==> src/rtl/arith_pkg.sv <==
// Shared arithmetic-family definitions: FSM state encoding and default operand width.
// Used by the serial subtractor and the ripple adder blocks.
package arith_pkg;

  localparam int DEFAULT_WIDTH = 4;

  typedef enum logic [1:0] {
    ST_IDLE  = 2'd0,
    ST_SHIFT = 2'd1,
    ST_DONE  = 2'd2
  } state_e;

endpackage

==> src/rtl/full_subtractor.sv <==
// One-bit full subtractor built from two half subtractors and an OR.
// It is the structural mirror of full_adder and serves as the serial cell.
module half_subtractor (
  input  logic a,
  input  logic b,
  output logic d,
  output logic bout
);

  assign d    = a ^ b;
  assign bout = ~a & b;

endmodule

module full_subtractor (
  input  logic a,
  input  logic b,
  input  logic bin,
  output logic d,
  output logic bout
);

  logic w_d1;
  logic w_b1;
  logic w_b2;

  half_subtractor u_hs0 (
    .a    (a),
    .b    (b),
    .d    (w_d1),
    .bout (w_b1)
  );

  // The second stage borrows only when a==b and a borrow arrives.
  half_subtractor u_hs1 (
    .a    (w_d1),
    .b    (bin),
    .d    (d),
    .bout (w_b2)
  );

  assign bout = w_b1 | w_b2;

endmodule

==> src/rtl/serial_subtractor.sv <==
// Bit-serial subtractor: diff = a - b - bin, one bit per clock, LSB first,
// through a single full-subtractor cell and a borrow flip-flop.
module serial_subtractor
  import arith_pkg::*;
#(
  parameter int WIDTH = DEFAULT_WIDTH
) (
  input  logic             clk,
  input  logic             rst_n,
  input  logic             start,
  input  logic [WIDTH-1:0] a,
  input  logic [WIDTH-1:0] b,
  input  logic             bin,
  output logic             busy,
  output logic             done,
  output logic [WIDTH-1:0] diff,
  output logic             borrow
);

  localparam int CW = $clog2(WIDTH) + 1;
  localparam logic [CW-1:0] LAST = CW'(WIDTH - 1);

  state_e           r_state;
  logic [WIDTH-1:0] r_a_sh;
  logic [WIDTH-1:0] r_b_sh;
  logic [WIDTH-1:0] r_res_sh;
  logic [WIDTH-1:0] r_diff;
  logic             r_br;
  logic             r_borrow;
  logic             r_busy;
  logic             r_done;
  logic [CW-1:0]    r_cnt;

  logic             w_d;
  logic             w_bo;
  logic [WIDTH-1:0] w_res_next;

  full_subtractor u_cell (
    .a    (r_a_sh[0]),
    .b    (r_b_sh[0]),
    .bin  (r_br),
    .d    (w_d),
    .bout (w_bo)
  );

  assign w_res_next = {w_d, r_res_sh[WIDTH-1:1]};

  always_ff @(posedge clk or negedge rst_n) begin
    if (!rst_n) begin
      r_state  <= ST_IDLE;
      r_a_sh   <= '0;
      r_b_sh   <= '0;
      r_res_sh <= '0;
      r_diff   <= '0;
      r_br     <= 1'b0;
      r_borrow <= 1'b0;
      r_busy   <= 1'b0;
      r_done   <= 1'b0;
      r_cnt    <= '0;
    end else begin
      r_done <= 1'b0;
      case (r_state)
        ST_IDLE, ST_DONE: begin
          // DONE accepts a new start too, giving back-to-back operation.
          if (start) begin
            r_a_sh  <= a;
            r_b_sh  <= b;
            r_br    <= bin;
            r_cnt   <= '0;
            r_busy  <= 1'b1;
            r_state <= ST_SHIFT;
          end else begin
            r_state <= ST_IDLE;
          end
        end
        ST_SHIFT: begin
          r_res_sh <= w_res_next;
          r_a_sh   <= r_a_sh >> 1;
          r_b_sh   <= r_b_sh >> 1;
          r_br     <= w_bo;
          r_cnt    <= r_cnt + 1'b1;
          if (r_cnt == LAST) begin
            r_diff   <= w_res_next;
            r_borrow <= w_bo;
            r_busy   <= 1'b0;
            r_done   <= 1'b1;
            r_state  <= ST_DONE;
          end
        end
        default: begin
          r_busy  <= 1'b0;
          r_state <= ST_IDLE;
        end
      endcase
    end
  end

  assign busy   = r_busy;
  assign done   = r_done;
  assign diff   = r_diff;
  assign borrow = r_borrow;

endmodule

==> config.mk <==
export PLATFORM = sky130hd
export DESIGN_NAME = serial_subtractor
export DESIGN_NICKNAME = d
export VERILOG_FILES = /design/src/rtl/arith_pkg.sv /design/src/rtl/full_subtractor.sv /design/src/rtl/serial_subtractor.sv
export SDC_FILE = /design/constraint.sdc
export NUM_CORES = 1
export LEC_CHECK = 0
export CAP_MARGIN = 20
export CORE_MARGIN = 8
export CORE_UTILIZATION = 45
export CTS_CLUSTER_DIAMETER = 120
export DETAILED_ROUTE_END_ITERATION = 8
export PLACE_DENSITY = 0.69
export SLEW_MARGIN = 20
export SYNTH_ARGS = -nofsm -noshare
export SYNTH_HDL_FRONTEND = slang
export SYNTH_SLANG_ARGS = --single-unit
==> constraint.sdc <==
create_clock -name clk -period 2.2 [get_ports clk]
set_input_delay 0.33 -clock clk [delete_from_list [all_inputs] [get_ports clk]]
set_output_delay 0.33 -clock clk [all_outputs]
set_load 0.1 [all_outputs]
Word-level counts from Yosys, hierarchy flattened
Cells that the tools add are included.
{"block": "word_totals", "in_bits": 12, "out_inout_bits": 7, "ff_bits": 25, "elab_cells": 45}
{"block": "classes", "reduce_logical": 6, "n_eq_ne": 5, "bitwise": 7, "n_mux": 16, "addsub": 1}
{"operator": "4-bit case mux with 2 select lines", "n": 2}
{"operator": "4-bit 2-to-1 mux", "n": 2}
{"operator": "1-bit 2-to-1 mux", "n": 6}
{"operator": "3-bit case mux with 2 select lines", "n": 1}
{"operator": "2-bit AND reduction", "n": 3}
{"operator": "2-bit inequality test (second input constant)", "n": 2}
{"operator": "1-bit case mux with 2 select lines", "n": 2}
{"operator": "2-bit case mux with 2 select lines", "n": 1}
{"operator": "3-bit by 1-bit adder with 3-bit output (second input constant)", "n": 1}
{"operator": "3-bit by 2-bit equality test with 1-bit output (second input constant)", "n": 1}
{"operator": "3-bit 2-to-1 mux", "n": 1}
{"operator": "1-bit bitwise AND", "n": 2}
{"operator": "2-bit by 1-bit equality test with 1-bit output (second input constant)", "n": 1}
{"operator": "2-bit equality test (second input constant)", "n": 1}
{"operator": "2-bit zero test", "n": 1}
{"operator": "2-bit 2-to-1 mux", "n": 1}
{"operator": "1-bit NOT", "n": 2}
{"operator": "2-bit nonzero test", "n": 1}
{"operator": "2-bit OR reduction", "n": 1}
{"operator": "1-bit bitwise XOR", "n": 2}
{"operator": "1-bit OR", "n": 1}

Logic depth before layout (Yosys ltp)
Gate-level depths: netlist (run 1).
{"block": "logic_depth", "ltp_word": 5, "mapped_depth": 5, "ltp_nobuf": 5}

Cells and area by module
From an unflattened synthesis (run 1), not the netlist that was laid out.
{"block": "hier_totals", "hier_cells": 91, "hier_area_um2": 1214.9}
{"mod": "serial_subtractor", "seq_area_each_um2": 600.6, "instances": 1, "cells_per_inst": 84, "area_per_inst_um2": 1168.6}
{"mod": "half_subtractor", "seq_area_each_um2": 0.0, "instances": 2, "cells_per_inst": 3, "area_per_inst_um2": 20.0}
{"mod": "full_subtractor", "seq_area_each_um2": 0.0, "instances": 1, "cells_per_inst": 1, "area_per_inst_um2": 6.3}

Worst setup path before layout (run 1)
No wires, ideal clock.
{"block": "synth_path", "kind": "reg2reg", "start": "reg r_cnt[0]", "end": "reg r_diff[0] (netlist: diff[0])", "setup_slack_ns": 0.852, "arrival_time_ns": 1.222, "required_ns": 2.074, "setup_ns": 0.126, "stages_incl_launch_ff": 5, "path_buffers": 0, "path_cell_list": "dfrtp_1 -> ha_1 -> ha_1 -> nand3b_4 -> mux2_2"}
{"block": "synth_between", "elab_chain_len": 2}
{"element": "start, declared", "line_no": "serial_subtractor.sv:32", "text": "logic [CW-1:0] r_cnt;"}
{"element": "start signal, assigned", "line_no": "serial_subtractor.sv:81", "text": "r_cnt <= r_cnt + 1'b1;"}
{"element": "3-bit by 2-bit equality test with 1-bit output", "line_no": "serial_subtractor.sv:82", "text": "if (r_cnt == LAST) begin"}
{"element": "2-bit AND reduction (no line)"}
{"element": "end signal, assigned", "line_no": "serial_subtractor.sv:83", "text": "r_diff <= w_res_next;"}
{"element": "end, declared", "line_no": "serial_subtractor.sv:27", "text": "logic [WIDTH-1:0] r_diff;"}
No other way between the ends.
A chain may end at the register's enable or synchronous reset.

Final worst setup path (run 1)
{"block": "layout_path", "start": "in start", "end": "reg r_b_sh[1]"}
{"block": "layout_between", "elab_chain_len": 2}
{"element": "start, declared", "line_no": "serial_subtractor.sv:10", "text": "input logic start,"}
{"element": "2-bit inequality test (no line)"}
{"element": "2-bit AND reduction (no line)"}
{"element": "end signal, assigned", "line_no": "serial_subtractor.sv:79", "text": "r_b_sh <= r_b_sh >> 1;"}
{"element": "end, declared", "line_no": "serial_subtractor.sv:25", "text": "logic [WIDTH-1:0] r_b_sh;"}
No other way between the ends.

==> impl_metrics.env, run 1 <==
export IMPL_status="finished, final reports clean"
export IMPL_clock_sinks=24
export IMPL_syn_to_final_growth_pct=17.8
export IMPL_power_w=0.00218
export IMPL_syn_cell_area_um2=1140
export IMPL_synth_avg_cell_area_um2=12.0
export IMPL_synth_seq_cells=24
export IMPL_clk_latency_ns=0.30
export IMPL_crit_slowest_cell="clkdlybuf4s50_1"
export IMPL_grt_max_degree=25
export IMPL_first_pass_iters=2
export IMPL_place_inst=142
export IMPL_cts_tree="built"
export IMPL_grt_first_pass_wirelength_um=3420
export IMPL_drtIter0Drc=14
export IMPL_hold_ws_ns=0.366
export IMPL_antenna_cells=0
export IMPL_start_util_pct=47.0
export IMPL_hold_viol=0
export IMPL_setup_viol=0
export IMPL_fin_crit_ns=1.44
export IMPL_start_kind="input pin"
export IMPL_synth_cell_types=22
export IMPL_place_hpwl_um=1420
export IMPL_path_clk_slew_ns=0.12
export IMPL_final_nets=132
export IMPL_maxSlewHeadroom_pct=66.0
export IMPL_total_leakage_power_nw=0.628
export IMPL_max_freq_mhz=692
export IMPL_antenna_found_initial=0
export IMPL_crit_required_ns=2.39
export IMPL_finalSetupTns_ns=0
export IMPL_irDropWorstVdd_v=0.000957
export IMPL_cpPeakStageDelay_ns=0.79
export IMPL_grt_pass1_vias=787
export IMPL_cts_root_buf="clkbuf_4"
export IMPL_rsz0062_at_grt="no"
export IMPL_postCtsHoldBufs=0
export IMPL_clk_path_buf_depth=2
export IMPL_post_cts_resized=0
export IMPL_final_area_um2=1350
export IMPL_cts_buffers=3
export IMPL_postCtsSetupRepairBufs=0
export IMPL_ant_nets=0
export IMPL_vias_per_cell=5.21
export IMPL_grt_usage_pct=9.95
export IMPL_die_area_um2=4410
export IMPL_ys_seq_area_share_pct=52.5
export IMPL_finalClockSkew_ns=0.00308
export IMPL_core_um2=2430
export IMPL_tightest_slew_ns=0.508
export IMPL_wire_per_inst_um=13.2
export IMPL_worst_hold_path_type="in -> async"
export IMPL_final_layout_size_suffix_gt1_share_pct=21.7
export IMPL_io_pins=19
export IMPL_rows=18
export IMPL_grt_overflow=0
export IMPL_p_per_area_nw_per_um2=1620
export IMPL_slew_violations=0
export IMPL_final_cells=145
export IMPL_yosys_warnings=0
export IMPL_crit_path_max_fanout=16
export IMPL_worstPathArrival_ns=1.64
export IMPL_synthesis_nets=110
export IMPL_syn_inst=95
export IMPL_fin_crit_sh_pct=65.6
export IMPL_htreeDepth=1
export IMPL_max_cap_viol_count=0
export IMPL_critPathKind="in -> reg"
export IMPL_end_kind="register"
export IMPL_die_h_um=66.4
export IMPL_io_buffer_count=18
export IMPL_cp_num_buf_inv=1
export IMPL_place_gp_congestion=0.756
export IMPL_dieWidth_um=66.4
export IMPL_num_vias=755
export IMPL_cp_top_family="buffers and inverters"
export IMPL_drt_wl_total_um=1910
export IMPL_crit_path_cell_trace="clkdlybuf4s50_1 -> and2b_1 -> a211oi_1 -> a21oi_1"
export IMPL_drc=0
export IMPL_place_area_um2=1330
path summary, 6_finish.rpt:
| check | cells past startpoint | slack, ns | start | end |
|---|---|---|---|---|
| worst max-delay path | 4 | 0.76 | start | r_b_sh[1] |
| worst min-delay path | 2 | 0.37 | rst_n | r_a_sh[3] |
| worst max register to register | 4 | 0.76 | r_cnt[0] | diff[2] |
| worst min register to register | 1 | 0.51 | r_cnt[0] | r_cnt[0] |
| max in group asynchronous | 2 | 1.60 | rst_n | r_b_sh[2] |
| min in group clk | 1 | 0.51 | r_cnt[0] | r_cnt[0] |
report_power, final:
group	internal [W]	leakage [nW]	switching [W]
combinational	0.000450	0.323	0.000757
clock	0.0000638	0.0138	0.000118
sequential	0.000648	0.292	0.000143
total	0.00116	0.628	0.00102
cell usage in the layout, fill, tap and decap left out, drive strengths merged, types with 6 or more instances in the layout:
master	instances
dfrtp	24
clkdlybuf4s50	11
buf	10
mux2	9
a21oi	8
inv	7
mux2i	6
a211oi	6
o21ai	6
sequential cells by signal, summed over array words and instances, names as in the netlist, 2 cells and up:
name and flops:
diff 4, r_a_sh 4, r_res_sh 3, r_b_sh 4, r_cnt 3, r_state 2
cells by family after synthesis:
kind of cell / count (synthesis) / share of synthesized area (%)
AOI/OAI and AO/OA: 24 / 13.2
buffers and inverters: 11 / 5.91
adders and majority gates: 3 / 3.94
and+or+nand+nor: 18 / 10.3
muxes: 15 / 14.1
DFF: 24 / 52.5
cell usage after synthesis, drive strengths merged:
master,n,area share [%]
a22o,2,1.5
nor2b,4,2.8
fa,1,1.8
nand3b,1,1.8
buf,4,3.6
ha,2,2.2
a21o,1,0.66
nand2,4,1.3
a22oi,1,0.66
a21oi,8,3.5
inv,7,2.3
a211oi,6,3.9
o21ai,6,3.0
and2b,4,2.6
nor2,4,1.3
mux2,9,8.9
nand3,1,0.44
dfrtp,24,53
mux2i,6,5.3
through the flow:
stage	worst slack (ns)	util, %
6_report	0.756	55.4
5_1_grt	0.638	55.4
4_1_cts	0.749	55.4
3_5_place_dp	0.411	54.5
3_3_place_gp	0.458	54.5
2_1_floorplan	0.852	-
area by class of cell:
| class | count | area, um^2 |
|---|---|---|
| fill | 227 | 1080 |
| sequential | 24 | 601 |
| multi-input combinational | 60 | 475 |
| timing repair buffer | 21 | 185 |
| inverter | 7 | 26.3 |
| tap | 30 | 37.5 |
| clock buffer | 3 | 22.5 |
metal layers:
layer  global-route usage, %  share of wire (%)
met3                    2.37                3.8
met5                       0                  0
met1                    11.0                 47
met4                    5.60               0.78
met2                    17.0                 49
No activity file was read; power rests on OpenSTA's default activity.
==> run 2: changes to the inputs <==
==> constraint.sdc (replaced) <==
create_clock -name clk -period 1.5 [get_ports clk]
set_input_delay 0.225 -clock clk [delete_from_list [all_inputs] [get_ports clk]]
set_output_delay 0.225 -clock clk [all_outputs]
set_load 0.1 [all_outputs]
==> impl_metrics.env, run 2 (same netlist as run 1, synthesis figures left out) <==
export IMPL_status="finished, final reports clean"
export IMPL_dieWidth_um=66.4
export IMPL_clock_sinks=24
export IMPL_clk_latency_ns=0.31
export IMPL_fin_crit_ns=1.44
export IMPL_core_um2=2430
export IMPL_max_cap_viol_count=0
export IMPL_finalSetupTns_ns=0
export IMPL_rsz0062_at_grt="no"
export IMPL_end_kind="register"
export IMPL_final_common_cell="dfrtp_1"
export IMPL_worstPathArrival_ns=1.64
export IMPL_maxSlewHeadroom_pct=75.8
export IMPL_grt_use_met1_pct=12.9
export IMPL_cts_buffers=3
export IMPL_final_nets=137
export IMPL_tightest_slew_ns=0.364
export IMPL_post_cts_resized=0
export IMPL_final_cell_mix="dfrtp_1 (24), clkdlybuf4s50_1 (11), mux2_2 (9)"
export IMPL_worst_hold_path_type="in -> async"
export IMPL_drtIter0Drc=25
export IMPL_antenna_found_initial=0
export IMPL_cts_tree="built"
export IMPL_die_h_um=66.4
export IMPL_place_area_um2=1450
export IMPL_ant_nets=0
export IMPL_drc=0
export IMPL_grt_overflow=0
export IMPL_power_w=0.00351
export IMPL_start_util_pct=47.0
export IMPL_place_hpwl_um=1530
export IMPL_die_area_um2=4410
export IMPL_busiest_layer="met2"
export IMPL_io_pins=19
export IMPL_place_gp_congestion=0.769
export IMPL_vias_per_cell=5.01
export IMPL_grt_usage_pct=10.3
export IMPL_postCtsHoldBufs=0
export IMPL_crit_path_max_fanout=8
export IMPL_setup_viol=0
export IMPL_total_leakage_power_nw=0.682
export IMPL_first_pass_iters=4
export IMPL_max_freq_mhz=695
export IMPL_drt_wl_total_um=2040
export IMPL_grt_first_pass_wirelength_um=3510
export IMPL_syn_to_final_growth_pct=28.8
export IMPL_crit_required_ns=1.70
export IMPL_grt_pass1_vias=789
export IMPL_rows=18
export IMPL_multiInputGateArea_um2=475
export IMPL_final_layout_size_suffix_gt1_share_pct=25.0
export IMPL_met3_usage_pct=2.20
export IMPL_final_area_um2=1470
export IMPL_clk_path_buf_depth=2
export IMPL_postCtsSetupRepairBufs=0
export IMPL_pre_cts_ws_ns=0.0499
export IMPL_io_buffer_count=18
export IMPL_hold_viol=0
export IMPL_post_route_util_pct=60.5
export IMPL_fillCellCount=211
export IMPL_fin_crit_sh_pct=95.9
export IMPL_regArea_um2=601
export IMPL_critPathKind="reg -> reg"
export IMPL_slew_violations=0
export IMPL_groute_layer_met2_usage_pct=16.3
export IMPL_finalClockSkew_ns=0.00422
export IMPL_htreeDepth=1
export IMPL_irDropWorstVdd_v=0.00166
export IMPL_start_kind="register"
export IMPL_path_clk_slew_ns=0.13
export IMPL_cts_root_buf="clkbuf_4"
export IMPL_antenna_cells=0
export IMPL_num_vias=751
export IMPL_p_per_area_nw_per_um2=2380
export IMPL_grt_max_degree=25
export IMPL_setup_ws_ns=0.0608
export IMPL_wire_per_inst_um=13.6
## run 2: cell count changes in the layout (fill, tap and decap cells not counted), sizes merged
cell / previous run / this run
buf: 10 / 15
## run 2: worst paths after layout
kind	start	end	slack, ns	cells after the start
min reg2reg	r_cnt[0]	r_cnt[0]	0.49	1
min in group clk	r_cnt[0]	r_cnt[0]	0.49	1
min	rst_n	busy	0.26	2
max reg2reg	r_cnt[0]	diff[1]	0.06	4
max in group asynchronous	rst_n	r_res_sh[1]	1.00	2
max	r_cnt[0]	diff[1]	0.06	4
## run 2: per-layer routing
metal / up-vias / part of all wire (%)
met5: - / 0
met4: 0 / 1.4
met1: 353 / 49
li1: 383 / -
met3: 4 / 3.1
met2: 11 / 46
## run 2: worst max-delay path, stage by stage, from the launching register on
cell and delay, ns:
dfrtp_1 0.42, ha_1 0.21, ha_1 0.22, nand3b_4 0.14, mux2_2 0.35
## run 2: power by group
group | switching (W) | leakage (nW) | internal, W
registers | 0.000282 | 0.292 | 0.000950
logic | 0.00110 | 0.377 | 0.000895
clock network | 0.000184 | 0.0138 | 0.0000937
total | 0.00157 | 0.682 | 0.00194
## run 2: through the flow
step / hold slack, ns / std cells
6_report: 0.259 / 150
5_1_grt: 0.288 / 150
4_1_cts: 0.275 / 150
3_5_place_dp: 0.472 / 147
3_3_place_gp: 0.468 / 147
2_1_floorplan: -0.0706 / 95
## run 2: cell type report
type | instances | share of cell area (%)
Sequential cell | 24 | 40.8
Timing Repair Buffer | 26 | 21.1
Multi-Input combinational cell | 60 | 32.3
Inverter | 7 | 1.78
Clock buffer | 3 | 1.53
Tap cell | 30 | 2.55
